## src/rtl/tpu_pkg.sv

```systemverilog
// Shared definitions for the systolic-array front end: default sizing,
// feeder state encoding and small arithmetic helpers.
package tpu_pkg;

  localparam int DEF_LANES      = 4;
  localparam int DEF_DW         = 8;
  localparam int DEF_FIFO_DEPTH = 4;

  typedef enum logic [1:0] {
    ST_IDLE   = 2'd0,
    ST_STREAM = 2'd1,
    ST_DRAIN  = 2'd2
  } feed_state_e;

  function automatic logic [15:0] sat_inc16(input logic [15:0] v);
    return (v == 16'hFFFF) ? v : v + 16'd1;
  endfunction

endpackage

```

## src/rtl/vec_fifo.sv

```systemverilog
// Synchronous FIFO with registered occupancy and a combinational head read.
// Writes while full and reads while empty are ignored.
module vec_fifo #(
  parameter int WIDTH = 33,
  parameter int DEPTH = 4
) (
  input  logic             clk,
  input  logic             rst,
  input  logic             wr_en,
  input  logic [WIDTH-1:0] wr_data,
  input  logic             rd_en,
  output logic [WIDTH-1:0] rd_data,
  output logic             full,
  output logic             empty
);

  localparam int AW = (DEPTH > 1) ? $clog2(DEPTH) : 1;

  logic [WIDTH-1:0] mem [DEPTH];
  logic [AW-1:0]    wr_ptr;
  logic [AW-1:0]    rd_ptr;
  logic [AW:0]      count;
  logic             do_wr;
  logic             do_rd;

  assign full    = (count == (AW + 1)'(DEPTH));
  assign empty   = (count == '0);
  assign do_wr   = wr_en && !full;
  assign do_rd   = rd_en && !empty;
  assign rd_data = mem[rd_ptr];

  // NOTE: sequential state uses non-blocking '<=' so every flop sees pre-edge values.
  always_ff @(posedge clk) begin
    if (rst) begin
      wr_ptr <= '0;
      rd_ptr <= '0;
      count  <= '0;
    end else begin
      if (do_wr) wr_ptr <= wr_ptr + 1'b1;
      if (do_rd) rd_ptr <= rd_ptr + 1'b1;
      case ({do_wr, do_rd})
        2'b10:   count <= count + 1'b1;
        2'b01:   count <= count - 1'b1;
        default: count <= count;
      endcase
    end
  end

  // NOTE: payload storage is deliberately not reset; pointers and count define validity.
  always_ff @(posedge clk) begin
    if (do_wr) mem[wr_ptr] <= wr_data;
  end

endmodule

```

## src/rtl/act_skew_feeder.sv

```systemverilog
// Buffers activation vectors and feeds them to the systolic rows with a
// per-lane diagonal skew; tracks matrix boundaries and pulses done at the end.
module act_skew_feeder
  import tpu_pkg::*;
#(
  parameter int LANES      = DEF_LANES,
  parameter int DW         = DEF_DW,
  parameter int FIFO_DEPTH = DEF_FIFO_DEPTH
) (
  input  logic                clk,
  input  logic                rst,
  input  logic [LANES*DW-1:0] s_data,
  input  logic                s_valid,
  input  logic                s_last,
  output logic                s_ready,
  output logic [LANES*DW-1:0] ain,
  output logic [LANES-1:0]    dv_ain,
  output logic                busy,
  output logic                done,
  output logic [15:0]         vec_count
);

  localparam int VW = LANES * DW;
  localparam int CW = $clog2(LANES + 1);

  feed_state_e      state;
  logic [CW-1:0]    drain_cnt;
  logic [VW:0]      head;
  logic             fifo_full;
  logic             fifo_empty;
  logic             pop;
  logic             head_last;
  logic [LANES-1:0] lane_busy;
  logic [LANES-1:0] last_q;

  assign s_ready   = !fifo_full;
  assign pop       = !fifo_empty && (state != ST_DRAIN);
  assign head_last = head[VW];

  vec_fifo #(
    .WIDTH (VW + 1),
    .DEPTH (FIFO_DEPTH)
  ) u_vec_fifo (
    .clk     (clk),
    .rst     (rst),
    .wr_en   (s_valid),
    .wr_data ({s_last, s_data}),
    .rd_en   (pop),
    .rd_data (head),
    .full    (fifo_full),
    .empty   (fifo_empty)
  );

  // DRAIN holds off pops until the last vector has left every lane.
  always_ff @(posedge clk) begin
    if (rst) begin
      state     <= ST_IDLE;
      drain_cnt <= '0;
    end else begin
      case (state)
        ST_IDLE, ST_STREAM: begin
          if (pop) begin
            if (head_last) begin
              state     <= ST_DRAIN;
              drain_cnt <= CW'(LANES);
            end else begin
              state <= ST_STREAM;
            end
          end
        end
        ST_DRAIN: begin
          drain_cnt <= drain_cnt - 1'b1;
          if (drain_cnt == CW'(1)) state <= ST_IDLE;
        end
        default: state <= ST_IDLE;
      endcase
    end
  end

  // Lane i sees i+1 stages; a non-pop cycle shifts in a zero bubble.
  for (genvar i = 0; i < LANES; i++) begin : g_lane
    logic [DW-1:0] d_q [i+1];
    logic [i:0]    v_q;

    always_ff @(posedge clk) begin
      if (rst) begin
        for (int j = 0; j <= i; j++) d_q[j] <= '0;
        v_q <= '0;
      end else begin
        d_q[0] <= pop ? head[i*DW +: DW] : '0;
        v_q[0] <= pop;
        for (int j = 1; j <= i; j++) begin
          d_q[j] <= d_q[j-1];
          v_q[j] <= v_q[j-1];
        end
      end
    end

    assign ain[i*DW +: DW] = d_q[i];
    assign dv_ain[i]       = v_q[i];
    assign lane_busy[i]    = |v_q;
  end

  // The last flag rides alongside the deepest lane so done lines up with it.
  always_ff @(posedge clk) begin
    if (rst) begin
      last_q <= '0;
    end else begin
      last_q[0] <= pop && head_last;
      for (int j = 1; j < LANES; j++) last_q[j] <= last_q[j-1];
    end
  end

  assign done = last_q[LANES-1];

  always_ff @(posedge clk) begin
    if (rst)      vec_count <= '0;
    else if (done) vec_count <= '0;
    else if (pop)  vec_count <= sat_inc16(vec_count);
  end

  assign busy = (state != ST_IDLE) || !fifo_empty || (|lane_busy);

endmodule

```

## config.mk

```make
export PLATFORM = sky130hd
export DESIGN_NAME = act_skew_feeder
export DESIGN_NICKNAME = d
export VERILOG_FILES = /design/src/rtl/tpu_pkg.sv /design/src/rtl/vec_fifo.sv /design/src/rtl/act_skew_feeder.sv
export SDC_FILE = /design/constraint.sdc
export NUM_CORES = 1
export LEC_CHECK = 0
export ABC_AREA = 1
export CAP_MARGIN = 20
export CORE_ASPECT_RATIO = 0.5
export CORE_MARGIN = 5
export CORE_UTILIZATION = 40
export CTS_BUF_LIST = sky130_fd_sc_hd__clkbuf_4 sky130_fd_sc_hd__clkbuf_8
export CTS_CLUSTER_DIAMETER = 30
export DETAILED_ROUTE_END_ITERATION = 10
export PLACE_DENSITY = 0.61
export SKIP_LAST_GASP = 1
export SYNTH_ARGS = -nofsm -noshare
export SYNTH_HDL_FRONTEND = slang
export SYNTH_SLANG_ARGS = --single-unit
```

## constraint.sdc

```tcl
create_clock -name clk -period 2.7 [get_ports clk]
set_input_delay 0.405 -clock clk [delete_from_list [all_inputs] [get_ports clk]]
set_output_delay 0.405 -clock clk [all_outputs]
set_load 0.01 [all_outputs]
```

; ---- Yosys cells after proc, flatten, opt, wreduce, memory -nomap -nowiden
; Memory sizes are Yosys's and may differ from the RTL's. A register that Yosys moved wholly into a read port is not among the register bits.
; Index checks and enable logic that the tools add are counted.
[totals]
mem_bits_rw = 212
reg_bits = 42
n_memories = 5
in_bits = 36
[mem_list]
columns = name, depth, width, rd, rd_ports_with_merged_regs, wr, line_no
row1 = u_vec_fifo.mem, 4, 33, 1, 1, 1, vec_fifo.sv:19  ; logic [WIDTH-1:0] mem [DEPTH];
row2 = g_lane[3].d_q, 4, 8, 4, 0, 4, act_skew_feeder.sv:82  ; logic [DW-1:0] d_q [i+1];
row3 = g_lane[2].d_q, 3, 8, 3, 0, 3, act_skew_feeder.sv:82
row4 = g_lane[1].d_q, 2, 8, 2, 0, 2, act_skew_feeder.sv:82
row5 = g_lane[0].d_q, 1, 8, 1, 0, 1, act_skew_feeder.sv:82
[op_classes]
reduce_logical = 20
n_eq_ne = 11
muxes = 30
bitwise_logic = 10
add_sub_neg = 6
[ops]
columns = op, count
row1 = two-way mux 8 bit, 14
row2 = adder 16 x 1 -> 16 bit (second input constant), 1
row3 = == test 16 bit (second input constant), 1
row4 = one-hot mux 3 bit (2 select lines), 2
row5 = two-way mux 2 bit, 5
row6 = OR reduction 10 bit, 1
row7 = OR 1 bit, 9
row8 = != test 2 bit (second input constant), 4
row9 = OR reduction 8 bit, 1
row10 = two-way mux 1 bit, 6
row11 = two-way mux 3 bit, 2
row12 = nonzero test 2 bit, 3
row13 = subtractor 3 x 1 -> 3 bit (second input constant), 2
row14 = adder 2 x 1 -> 2 bit (second input constant), 2
row15 = == test 2 x 1 -> 1 bit (second input constant), 2
row16 = == test 2 bit (second input constant), 2
row17 = logical AND 1 bit, 4
row18 = one-hot mux 2 bit (2 select lines), 1
row19 = AND reduction 2 bit, 2
row20 = OR reduction 2 bit, 2
row21 = adder 3 x 1 -> 3 bit (second input constant), 1
row22 = == test 3 x 1 -> 1 bit (second input constant), 1
row23 = == test 3 bit (second input constant), 1
row24 = zero test 3 bit, 1
row25 = other kinds (5), 7

; ---- Logic depth before layout (Yosys ltp)
[depth]
word_depth = 6
mapped_depth = 10
mapped_depth_nobuf = 10

; ---- Hierarchy
; Synthesis repeated with hierarchy kept, for this count alone.
[unflattened]
hier_cells = 867
hier_area_um2 = 9218.8
[by_module_without_submodules]
columns = module, seq_area_each_um2, area_each_um2, cells_per_inst, instances
row1 = vec_fifo, 4144.0, 5407.7, 389, 1
row2 = act_skew_feeder, 2182.1, 3811.2, 478, 1

; ---- Least setup slack after synthesis
; No wires, ideal clock.
[synth_timing]
path_type = reg-to-reg
from = reg u_vec_fifo.count[0]
to = mem u_vec_fifo.mem[0][0] (enable)
slack_ns = 0.115
path_stages_with_launch = 5
t_required_ns = 2.277
period_less_slack_ns = 2.585
arrival_time_ns = 2.162
path_buffers = 0
setup_ns = 0.423
cell_sequence = dfxtp_1 nor2_2 nand2_1 nand2_1 nor2_1
[synth_between]
elab_chain_len = 5
[synth_rtl]
columns = element, line_no
row1 = from (decl), vec_fifo.sv:22  ; logic [AW:0] count;
row2 = from (signal assigned), vec_fifo.sv:42  ; 2'b10: count <= count + 1'b1;
row3 = from (signal assigned), vec_fifo.sv:43  ; 2'b01: count <= count - 1'b1;
row4 = from (signal assigned), vec_fifo.sv:44  ; default: count <= count;
row5 = == test 3 bit, vec_fifo.sv:26  ; assign full = (count == (AW + 1)'(DEPTH));
row6 = zero test 1 bit, --
row7 = net s_ready, act_skew_feeder.sv:15  ; output logic s_ready,
row8 = logical AND 1 bit, vec_fifo.sv:28  ; assign do_wr = wr_en && !full;
row9 = two-way mux 1 bit, vec_fifo.sv:51  ; if (do_wr) mem[wr_ptr] <= wr_data;
row10 = two-way mux 1 bit (not written as such), vec_fifo.sv:51
row11 = to (decl), vec_fifo.sv:19
; The timed path passes the listed nets, and every way through them passes these cells.

; ---- Final worst setup path
[layout_timing]
from = reg u_vec_fifo.count[0]
to = out busy
[layout_between]
elab_chain_len = 4
[layout_rtl]
columns = element, line_no
row1 = zero test 3 bit, vec_fifo.sv:27  ; assign empty = (count == '0);
row2 = zero test 1 bit, act_skew_feeder.sv:122  ; assign busy = (state != ST_IDLE) || !fifo_empty || (|lane_busy);
row3 = logical OR 1 bit (2 in series), act_skew_feeder.sv:122
row4 = to (decl), act_skew_feeder.sv:18  ; output logic busy,
; Every way passes these cells.

==> impl_metrics.xml <==
<?xml version="1.0" encoding="UTF-8"?>
<metrics>
  <group name="global_routing">
    <metric name="grt_pass1_wl" unit="mm">28.9</metric>
    <metric name="grtUsageTotal" unit="">0.136</metric>
    <metric name="initial_antenna_violation_count" unit="">0</metric>
    <metric name="largest_net_degree_at_the_start_of_global_routing" unit="">67</metric>
    <metric name="first_global_vias" unit="">5660</metric>
    <metric name="gr-total-overflow" unit="">0</metric>
  </group>
  <group name="synth">
    <metric name="synthesis.instances" unit="">859</metric>
    <metric name="synth_cell_types" unit="">30</metric>
    <metric name="synth_cell_area" unit="µm²">9120</metric>
    <metric name="yosys_register_bits" unit="">250</metric>
    <metric name="post_synthesis_share_of_cell_area_spent_on_and_or_nand_and_nor_gates" unit="">0.150</metric>
    <metric name="synth_xor_area_frac" unit="">0.00480</metric>
    <metric name="seq_area_frac_synth" unit="">0.694</metric>
    <metric name="nets_in_the_synthesized_netlist" unit="">903</metric>
    <metric name="combinational_family_with_the_most_area_after_synthesis" unit="">simple AND/OR/NAND/NOR gates</metric>
    <metric name="synth_compound_gate_area_share" unit="">0.0712</metric>
    <metric name="yosys-mux-area-fraction" unit="">0</metric>
    <metric name="synth-adder-area-share" unit="">0.0118</metric>
    <metric name="yosys_warnings" unit="">0</metric>
    <metric name="synthesis.area_per_instance" unit="µm²">10.6</metric>
  </group>
  <group name="finish">
    <metric name="post_route_cells_drive_above_1_share" unit="">0.104</metric>
    <metric name="multiInputGateArea" unit="µm²">2200</metric>
    <metric name="fillCellCount" unit="">2058</metric>
    <metric name="area.sequential" unit="µm²">6330</metric>
    <metric name="mostFrequentLayoutCell" unit="">sky130_fd_sc_hd__nor2_1</metric>
    <metric name="ant_diodes" unit="">0</metric>
    <metric name="layout_common_cells" unit="">sky130_fd_sc_hd__nor2_1, sky130_fd_sc_hd__edfxtp_1, sky130_fd_sc_hd__dfxtp_1, sky130_fd_sc_hd__clkdlybuf4s50_1, sky130_fd_sc_hd__inv_1</metric>
    <metric name="area_growth" unit="%">22.6</metric>
    <metric name="utilization" unit="">0.494</metric>
    <metric name="final_net_count" unit="">993</metric>
  </group>
  <group name="critical_path">
    <metric name="crit_fanout" unit="">4</metric>
    <metric name="crit_path_start_kind" unit="">register</metric>
    <metric name="path_class" unit="">reg2out</metric>
    <metric name="critical_path_rt" unit="ns">2.30</metric>
    <metric name="critPathArrivalTime" unit="ns">1.82</metric>
    <metric name="setup.worst_path.end_class" unit="">output port</metric>
  </group>
  <group name="routing">
    <metric name="drt.antenna.violating_nets" unit="">0</metric>
    <metric name="vias_per_cell" unit="">4.52</metric>
    <metric name="route.vias.total" unit="">5813</metric>
    <metric name="wl_per_cell" unit="µm">13.8</metric>
    <metric name="drt-total-wl" unit="mm">17.8</metric>
    <metric name="drcViolationCount" unit="">0</metric>
    <metric name="firstDrtPassIters" unit="">5</metric>
    <metric name="drt_iter0_drc" unit="">375</metric>
  </group>
  <group name="cts">
    <metric name="cts_buffer_count" unit="">39</metric>
    <metric name="cts_root_buffer" unit="">sky130_fd_sc_hd__clkbuf_8</metric>
    <metric name="postCtsSetupRepairBufs" unit="">0</metric>
    <metric name="clock_path_buffers" unit="">3</metric>
    <metric name="postCtsResizedCells" unit="">0</metric>
    <metric name="cts_hold_repair.buffers" unit="">0</metric>
    <metric name="clock-sinks" unit="">250</metric>
    <metric name="worstSkewPairLatency" unit="ns">0.53</metric>
    <metric name="h-tree-depth" unit="">2</metric>
    <metric name="tritoncts" unit="">yes</metric>
    <metric name="path_clk_slew" unit="ns">0.05</metric>
  </group>
  <group name="floorplanning">
    <metric name="die_height" unit="µm">117</metric>
    <metric name="floorplan.rows" unit="">39</metric>
    <metric name="design.core.area" unit="µm²">22600</metric>
    <metric name="area_enclosed_by_the_die_boundary" unit="µm²">26100</metric>
    <metric name="io_pins" unit="">91</metric>
    <metric name="dieWidth" unit="µm">224</metric>
    <metric name="initial_utilization" unit="">0.403</metric>
  </group>
  <group name="pwr">
    <metric name="p_int" unit="mW">7.65</metric>
    <metric name="seq_power_share" unit="">0.447</metric>
    <metric name="switching_share" unit="">0.294</metric>
    <metric name="power.combinational.fraction" unit="">0.220</metric>
    <metric name="ir_worst_vdd" unit="V">0.000375</metric>
    <metric name="power_frac_clock" unit="">0.333</metric>
    <metric name="power_density" unit="nW/µm²">970</metric>
    <metric name="power.net_switching" unit="mW">3.19</metric>
    <metric name="leakage" unit="nW">4.03</metric>
  </group>
  <group name="sta">
    <metric name="drv_slew" unit="">0</metric>
    <metric name="max_freq" unit="MHz">450</metric>
    <metric name="grt_setup_unrepaired" unit="">false</metric>
    <metric name="setup_total_negative_slack" unit="ns">0</metric>
    <metric name="final-setup-viol-count" unit="">0</metric>
    <metric name="slew-limit-headroom" unit="">0.508</metric>
    <metric name="number_of_hold_violations_in_the_final_report" unit="">0</metric>
    <metric name="post-route-min-period" unit="ns">2.22</metric>
    <metric name="worst_pin_slew" unit="ns">0.736</metric>
    <metric name="final_min_period_over_clock_period" unit="">0.824</metric>
    <metric name="final.setup_skew" unit="ns">0.0290</metric>
  </group>
  <group name="place">
    <metric name="place_hpwl" unit="mm">10.4</metric>
    <metric name="port_buffers" unit="">90</metric>
    <metric name="place.gp.congestion" unit="">0.785</metric>
  </group>
  <group name="worst_hold_path">
    <metric name="hp-class" unit="">in2reg</metric>
  </group>
  <group name="status">
    <metric name="status" unit="">complete, no violations</metric>
  </group>
  <group name="job">
    <metric name="max_cap_violations" unit="">0</metric>
  </group>
</metrics>
-- critical path, stage by stage, from the launching register on --
cell and delay, ns:
sky130_fd_sc_hd__dfxtp_1 0.35, sky130_fd_sc_hd__nor2_2 0.17, sky130_fd_sc_hd__nand2_2 0.11, sky130_fd_sc_hd__inv_1 0.09, sky130_fd_sc_hd__nand4_1 0.10, sky130_fd_sc_hd__clkdlybuf4s50_1 0.49
-- cells by family (layout without fill, tap and decap cells) --
kind of cell	after synthesis	in the layout
AND/OR/NAND/NOR	330	330
flip-flops	250	250
buffers and inverters	137	258
AO/OA/AOI/OAI	129	129
adder cells (fa/ha/maj)	8	8
XOR/XNOR	5	5
-- layer usage --
layer	part of all wire	vias to the layer above	GRT usage	routed length [µm]
met5	0	-	0	0
met3	0.054	34	0.0367	955
met4	0.017	0	0.0383	305
met1	0.46	2700	0.177	8120
li1	-	2974	-	-
met2	0.47	105	0.229	8370
-- flip-flops by register name (all words and copies together) (netlist names), named ones only --
signal	count
u_vec_fifo.mem	132
g_lane.d_q	80
vec_count	16
g_lane.v_q	4
last_q	4
drain_cnt	3
u_vec_fifo.count	3
state	2
u_vec_fifo.rd_ptr	2
u_vec_fifo.wr_ptr	2
-- cells in the mapped netlist (all sizes together) --
master  instances  share of area
xnor2           2         0.0019
fa              1         0.0022
xor2            3         0.0029
buf            35          0.026
nand4           5         0.0034
edfxtp        132           0.43
nand3          29          0.016
nor4            1        0.00069
a31oi           1        0.00069
nand2          65          0.029
clkbuf         16         0.0066
a21boi          1        0.00082
nor2          225          0.097
dfxtp         118           0.26
inv            86          0.035
o21ai          71          0.039
ha              7         0.0096
or2             1        0.00069
a21oi          56          0.031
nand3b          2         0.0016
nor3            2         0.0011
-- power groups by stage --
stage	clock network, mW	logic (mW)	registers, mW
floorplan	0	1.63	4.93
global placement	0	2.36	4.92
detailed placement	0	2.41	4.93
CTS	3.71	2.42	4.85
global route	3.91	2.71	4.91
finish	3.61	2.38	4.85
-- per-stage QoR --
step           worst slack (ns)  power, mW  cell area [µm²]  hold slack, ns  std cells
3_5_place_dp              0.577       7.34            10300           0.393       1215
3_3_place_gp              0.616       7.27            10300           0.391       1215
6_report                  0.476       10.8            11200           0.187       1287
5_1_grt                   0.372       11.5            11200           0.186       1287
2_1_floorplan             0.115       6.56             9120           0.388        859
4_1_cts                   0.433       11.0            11200           0.156       1287
-- final timing paths --
kind	slack, ns	to	depth (start not counted)	startpoint
worst min-delay path	0.19	last_q[2]$_SDFF_PP0_	2	rst
worst min register to register	0.40	g_lane[3].d_q[2][4]$_SDFF_PP0_	2	g_lane[3].d_q[1][4]$_SDFF_PP0_
worst max register to register	0.99	u_vec_fifo.count[2]$_SDFFE_PP0P_	8	u_vec_fifo.count[0]$_SDFFE_PP0P_
worst max-delay path	0.48	busy	5	u_vec_fifo.count[0]$_SDFFE_PP0P_
-- final cells by class --
cell class,count,share of cell area
Clock buffer,61,0.0712
Multi-Input combinational cell,472,0.197
Clock inverter,11,0.0117
Timing Repair Buffer,100,0.0913
Inverter,86,0.0289
Sequential cell,250,0.566
Tap cell,307,0.0343
Power figures use the tool's default switching activity.
